`src/rtl/jtpopeye_objdma.sv`:
```
// Vertical-blank object DMA: copies a frame's object table from CPU space
// into the object line buffer RAM while holding the CPU bus.
module jtpopeye_objdma #(
  parameter int AW      = 10,
  parameter int DMA_LEN = 512,
  parameter int TIMEOUT = 63
) (
  input  logic          clk,
  input  logic          rst,
  input  logic          pxl_cen,
  input  logic          VB,
  input  logic          dma_en,
  input  logic [15:0]   src_base,
  output logic          busrq,
  input  logic          busak,
  output logic [15:0]   cpu_addr,
  input  logic [7:0]    cpu_din,
  output logic [AW-1:0] obj_addr,
  output logic [7:0]    obj_dout,
  output logic          obj_we,
  output logic          busy,
  output logic          done,
  output logic          abort
);

  localparam int CW = AW + 1;
  localparam int TW = (TIMEOUT < 2) ? 1 : $clog2(TIMEOUT + 1);
  localparam logic [CW-1:0] LEN      = CW'(DMA_LEN);
  localparam logic [TW-1:0] TMO_LAST = TW'(TIMEOUT - 1);

  typedef enum logic [2:0] {
    IDLE,
    REQ,
    RD,
    WR,
    REL
  } state_t;

  state_t        st;
  logic          vb_l;
  logic          pend;
  logic          pend_en;
  logic [15:0]   pend_base;
  logic [15:0]   base;
  logic [CW-1:0] cnt;
  logic [TW-1:0] tmo;
  logic [CW-1:0] cnt_nx;
  logic          vb_rise;

  assign cnt_nx  = cnt + 1'b1;
  assign vb_rise = VB & ~vb_l;

  always_ff @(posedge clk or posedge rst) begin
    if (rst) begin
      st        <= IDLE;
      vb_l      <= 1'b0;
      pend      <= 1'b0;
      pend_en   <= 1'b0;
      pend_base <= '0;
      base      <= '0;
      cnt       <= '0;
      tmo       <= '0;
      busrq     <= 1'b0;
      cpu_addr  <= '0;
      obj_addr  <= '0;
      obj_dout  <= '0;
      obj_we    <= 1'b0;
      busy      <= 1'b0;
      done      <= 1'b0;
      abort     <= 1'b0;
    end else begin
      done  <= 1'b0;
      abort <= 1'b0;
      vb_l  <= VB;
      // Edges seen while a transfer is active are dropped: one per frame
      if (st == IDLE && vb_rise) begin
        pend      <= 1'b1;
        pend_en   <= dma_en;
        pend_base <= src_base;
      end
      if (pxl_cen) begin
        case (st)
          IDLE: begin
            if (pend) begin
              pend <= 1'b0;
              if (pend_en) begin
                base  <= pend_base;
                cnt   <= '0;
                tmo   <= '0;
                busrq <= 1'b1;
                busy  <= 1'b1;
                st    <= REQ;
              end
            end
          end
          REQ: begin
            if (!VB || (!busak && tmo == TMO_LAST)) begin
              busrq <= 1'b0;
              abort <= 1'b1;
              st    <= REL;
            end else if (busak) begin
              cpu_addr <= base;
              st       <= RD;
            end else begin
              tmo <= tmo + 1'b1;
            end
          end
          RD: begin
            if (!VB) begin
              busrq <= 1'b0;
              abort <= 1'b1;
              st    <= REL;
            end else if (busak) begin
              obj_we   <= 1'b1;
              obj_dout <= cpu_din;
              obj_addr <= cnt[AW-1:0];
              st       <= WR;
            end
          end
          WR: begin
            obj_we <= 1'b0;
            if (!VB) begin
              busrq <= 1'b0;
              abort <= 1'b1;
              st    <= REL;
            end else if (busak) begin
              cnt <= cnt_nx;
              if (cnt_nx == LEN) begin
                busrq <= 1'b0;
                done  <= 1'b1;
                st    <= REL;
              end else begin
                cpu_addr <= base + 16'(cnt_nx);
                st       <= RD;
              end
            end
          end
          REL: begin
            if (!busak) begin
              busy <= 1'b0;
              st   <= IDLE;
            end
          end
          default: st <= IDLE;
        endcase
      end
    end
  end

endmodule

```
`config.mk`:
```
export PLATFORM = sky130hd
export DESIGN_NAME = jtpopeye_objdma
export DESIGN_NICKNAME = d
export VERILOG_FILES = /design/src/rtl/jtpopeye_objdma.sv
export SDC_FILE = /design/constraint.sdc
export NUM_CORES = 1
export LEC_CHECK = 0
export CAP_MARGIN = 10
export CORE_ASPECT_RATIO = 1.75
export CORE_MARGIN = 2
export CORE_UTILIZATION = 52
export CTS_BUF_LIST = sky130_fd_sc_hd__clkbuf_8
export DETAILED_ROUTE_END_ITERATION = 10
export HOLD_SLACK_MARGIN = 0.1
export MAX_ROUTING_LAYER = met4
export PLACE_DENSITY = 0.82
export RECOVER_POWER = 25
export SLEW_MARGIN = 20
export SYNTH_ARGS = -nofsm -noshare
export SYNTH_HDL_FRONTEND = slang
export SYNTH_SLANG_ARGS = --single-unit
```
`constraint.sdc`:
```
create_clock -name clk -period 2.78 [get_ports clk]
set_input_delay 0.556 -clock clk [delete_from_list [all_inputs] [get_ports clk]]
set_output_delay 0.556 -clock clk [all_outputs]
set_load 0.02 [all_outputs]
```
Word-level counts from Yosys, hierarchy flattened
Cells that the tools add are included.
{ "word_totals": {"reg_bits": 94, "latch_bits": 0, "ramBits": 0, "rom_bits": 0, "wordCells": 119, "memories": 0} }
{ "op_classes": {"addsub": 3, "multipliers": 0, "n_div": 0, "order_cmp": 0, "n_eq_ne": 23, "n_shift": 0, "n_mux": 53, "bitwise": 2, "reduce_logical": 22} }
{ "ops": {"columns": ["cell", "count"], "rows": [
  ["16-bit 2-to-1 mux", 5],
  ["11-bit 2-to-1 mux", 4],
  ["16-bit one-hot mux with 2 select lines", 1],
  ["3-bit 2-to-1 mux", 10],
  ["2-bit != test, second input constant", 13],
  ["6-bit 2-to-1 mux", 4],
  ["1-bit 2-to-1 mux", 22],
  ["11-bit one-hot mux with 2 select lines", 1],
  ["16-bit by 11-bit adder with 16-bit output", 1],
  ["3-bit one-hot mux with 5 select lines", 1],
  ["7-bit AND reduction", 2],
  ["3-bit != test, second input constant", 4],
  ["6-bit one-hot mux with 2 select lines", 1],
  ["4-bit AND reduction", 3],
  ["6-bit AND reduction", 2],
  ["11-bit by 1-bit adder with 11-bit output, second input constant", 1],
  ["11-bit by 10-bit equality test with 1-bit output, second input constant", 1],
  ["2-bit nonzero test", 5],
  ["8-bit AND reduction", 1],
  ["6-bit by 1-bit adder with 6-bit output, second input constant", 1],
  ["3-bit by 2-bit equality test with 1-bit output, second input constant", 2],
  ["6-bit equality test, second input constant", 1],
  ["1-bit one-hot mux with 2 select lines", 3],
  ["5-bit AND reduction", 1],
  ["other kinds (11)", 13]
]} }

Depth between registers and ports, before layout
{ "logic_depth": {"word_depth": 7, "ltp_mapped": 12} }

Least setup slack after synthesis
No wires, ideal clock.
{ "synth_path": {"path_kind": "flip-flop to flip-flop", "from": "reg cnt[0]", "to": "reg cpu_addr[11]", "arrival_ns": 2.813, "required_time_ns": 2.655, "path_slack_ns": -0.157, "stages_incl_launch_ff": 11, "n_path_buf": 0, "path_cell_list": "dfrtp_1 > ha_1 > nand4_4 > or3_2 > nand2_1 > ha_1 > a21o_1 > o221ai_2 > a2111oi_0 > a311o_1 > mux2_2"} }
{ "synth_between": {"elab_chain_len": 6, "elab_cells_between_ends": 9, "cone_classes": "add/sub (2); eq/ne (2); mux (4); reduce/logical (1)"} }
{ "synth_rtl": {"columns": ["item", "line", "source"], "rows": [
  ["start: declaration", "45", "logic [CW-1:0] cnt;"],
  ["start signal: assignment", "127", "cnt <= cnt_nx;"],
  ["11-bit by 1-bit adder with 11-bit output (*)", "50", "assign cnt_nx = cnt + 1'b1;"],
  ["16-bit by 11-bit adder with 16-bit output", "133", "cpu_addr <= base + 16'(cnt_nx);"],
  ["16-bit 2-to-1 mux", "128", "if (cnt_nx == LEN) begin"],
  ["16-bit 2-to-1 mux", "126", "end else if (busak) begin"],
  ["16-bit 2-to-1 mux", "122", "if (!VB) begin"],
  ["16-bit one-hot mux with 2 select lines", "82", "case (st)"],
  ["end signal: assignment", "102", "cpu_addr <= base;"],
  ["end signal: assignment", "133", null],
  ["end: declaration", "16", "output logic [15:0] cpu_addr,"]
]} }
Mark *: on every way between the ends. The rest lies on a longest branch, timed or not. The select of a mux whose other input is x is not followed.
A chain may end at the register's enable or synchronous reset.

Worst setup path after layout
{ "layout_path": {"from": "reg cnt[1]", "to": "reg cpu_addr[13]"} }
Same word-level chain as after synthesis.

==> run metrics <==
outcome=completed; hold_buf cts=0; asr flop ratio synth=1.00; register area share after synthesis=0.461; Placed Cells=around 660; Slew HR=0.141; TritonCTS clock tree=done; synthesized flop and latch total=94; share of layout cells above drive strength 1=0.324; drt pass-1 iters=5; H-tree lvl count=3; PortBufs=68; Via density=5.96; cell with the most instances after synthesis=dfrtp_1; initial antenna violation count=0; Worst IR Drop VDD=0.000431 V; leading cell types by count after synthesis=dfrtp_1, mux2_2, nand2_1; Avg Cell Area, Syn=approximately 11 sq um; Area Overhead vs Synth=29.3%; global-route wire length before repair=~19 mm; Finished Layout Cells=686; largest net degree at the start of global routing=95; # fillers=just under 700; worst-path maximum fanout=5; GRT Residual Overflow=0; Placement Rows=between 40 and 50; post-synthesis instance total=roughly 460; Ports=69; Ys Warns=0; largest area contributor in the netlist=dfrtp_1; CP required=slightly above 3 ns; HPWL Detailed=between 8 and 9 mm; post-synthesis cell type count=65; Placed Area=0.00609 sq mm; GP Congestion=0.914; kind of start point of the critical path=register; CP Class=reg -> reg; Core Region=0.00953 sq mm; final hold slack=about 0.50 ns; Main synth FF type=dfrtp_1; die extent in x=78.9 um; CP Capture Type=register; Worst-path clk slew=0.10 ns; starting density of the core=0.536; RSZ-0062 raised after global routing=true; MaxCap Viol Count=0; EDFF count, synth=0; ANT nets after route=0; Hold/Removal Path Class=reg -> reg; dominant cells by area after synthesis=dfrtp_1, mux2_2, ha_1; DR iter-0 viols=~320; vias in the first global route=between 4,000 and 5,000; worst-skew pair later-pin latency=a little under 0.4 ns; fin. max-slew vios=0; global-route usage over all layers=0.239; Num CTS Buffers=9; Ant. Diodes=0; max frequency=368 MHz; final WL=about 13 mm; Slew @ Worst Pin=between 1 and 1.5 ns; root buffer cell=clkbuf_8; Clock Path Buffers=2; CP arrival=~3 ns; Mapped Area=roughly 0.0051 sq mm; endpoints failing setup=0; total power draw=0.00598 W; Final period util=0.977; WL/cell=between 15 and 20 um; residual DRC count=0; die area=around 0.011 sq mm; fin area=about 0.0066 sq mm; min Tclk post-route=about 2.7 ns; Net Count, Synth=between 500 and 600; routed via count=between 4,000 and 5,000; final hold vios=0; overall die height=~140 um; Clock Skew=0.0135 ns; Power Density=between 900 and 1000 mW/mm^2; share of the synthesized area in the top cell type=0.461; clk sinks=94; Nets=just over 600; Leak=slightly below 3 nW
## worst max-delay path, cell delays in order (launching register included)
cell and delay, ns:
dfrtp_2 0.44, ha_4 0.18, nand3_1 0.13, xnor2_2 0.23, ha_4 0.34, o211ai_1 0.13, o21ai_2 0.23, o221ai_4 0.16
buf_4 0.17, o31ai_2 0.23, xor2_1 0.10, mux2_4 0.26
## path summary, 6_finish.rpt
| path | start | endpoint | slack, ns | cells after the start |
|---|---|---|---|---|
| max | cnt[1] | cpu_addr[13] | 0.06 | 11 |
| min | pend | pend | 0.50 | 1 |
| max reg2reg | cnt[1] | cpu_addr[13] | 0.06 | 11 |
| min reg2reg | pend | pend | 0.50 | 1 |
| max in group asynchronous | rst | cnt[7] | 0.77 | 3 |
| min in group asynchronous | rst | pend_base[4] | 1.12 | 3 |
## cell families (layout without fill, tap and decap cells)
logic type,Yosys count,after routing,synth area share
AO/OA/AOI/OAI,91,91,0.123
XOR/XNOR,19,19,0.0341
adder cells (fa/ha/maj),17,17,0.0431
buffers and inverters,32,140,0.0397
flip-flops,94,94,0.461
multiplexers,69,69,0.160
AND/OR/NAND/NOR,134,134,0.140
## what timing repair did
action	in CTS	in global routing
pin swaps	2	20
endpoints found under the setup margin	3	12
resized for setup	5	39
setup buffers	1	10
## metrics by stage
step,util,setup WS (ns),setup TNS (ns)
after detailed placement,0.639,-0.0448,-0.0469
after CTS,0.666,0.00677,0
after global placement,0.639,0.0401,0
after global routing,0.693,-0.0527,-0.186
after floorplan,-,0.00832,0
final,0.693,0.0629,0
## per-layer routing
metal	up-vias	global-route usage	wire length, um
li1	1847	-	-
met1	2078	0.256	4750
met2	133	0.429	7010
met3	29	0.0495	491
met4	0	0.0910	340
met5	-	-	0
## cell type report
| class | count | area, sq um | area share |
|---|---|---|---|
| Timing Repair Buffer | 113 | 1030 | 0.156 |
| Clock inverter | 7 | 97.6 | 0.0148 |
| Sequential cell | 94 | 2360 | 0.358 |
| Clock buffer | 9 | 124 | 0.0188 |
| Inverter | 11 | 45.0 | 0.00682 |
| Multi-Input combinational cell | 330 | 2790 | 0.423 |
| Tap cell | 122 | 153 | 0.0231 |
## where the power goes
group          leakage [nW]  internal (W)  switching (W)
clock network         0.106      0.000510       0.000523
registers              1.19       0.00187       0.000493
logic                  1.62       0.00133        0.00126
total                  2.91       0.00371        0.00228
## state kept, by name, summed over array words and instances, names as in the netlist
signal     count
pend_base     16
cpu_addr      16
vb_l           1
abort          1
base          16
done           1
busrq          1
pend_en        1
pend           1
cnt           11
st             3
obj_addr      10
tmo            6
busy           1
obj_we         1
obj_dout       8
## cells in the final DEF, fill, tap and decap left out, types with 6 or more instances in the layout
cell type and count:
buf_4 39, o21ai_0 24, o21a_1 6, ha_1 8, clkbuf_8 9, xor2_1 10, dfrtp_2 8, nand4_1 10
xnor2_1 6, a21oi_1 11, mux2_4 12, ha_4 7, clkdlybuf4s50_1 67, o211ai_1 6, nand2_1 46, mux2_2 56
dfrtp_1 86, nand3_1 6, inv_1 10, nor2_1 24, nor3_1 6, nand2b_1 6
(Power assumes the default switching activity.)
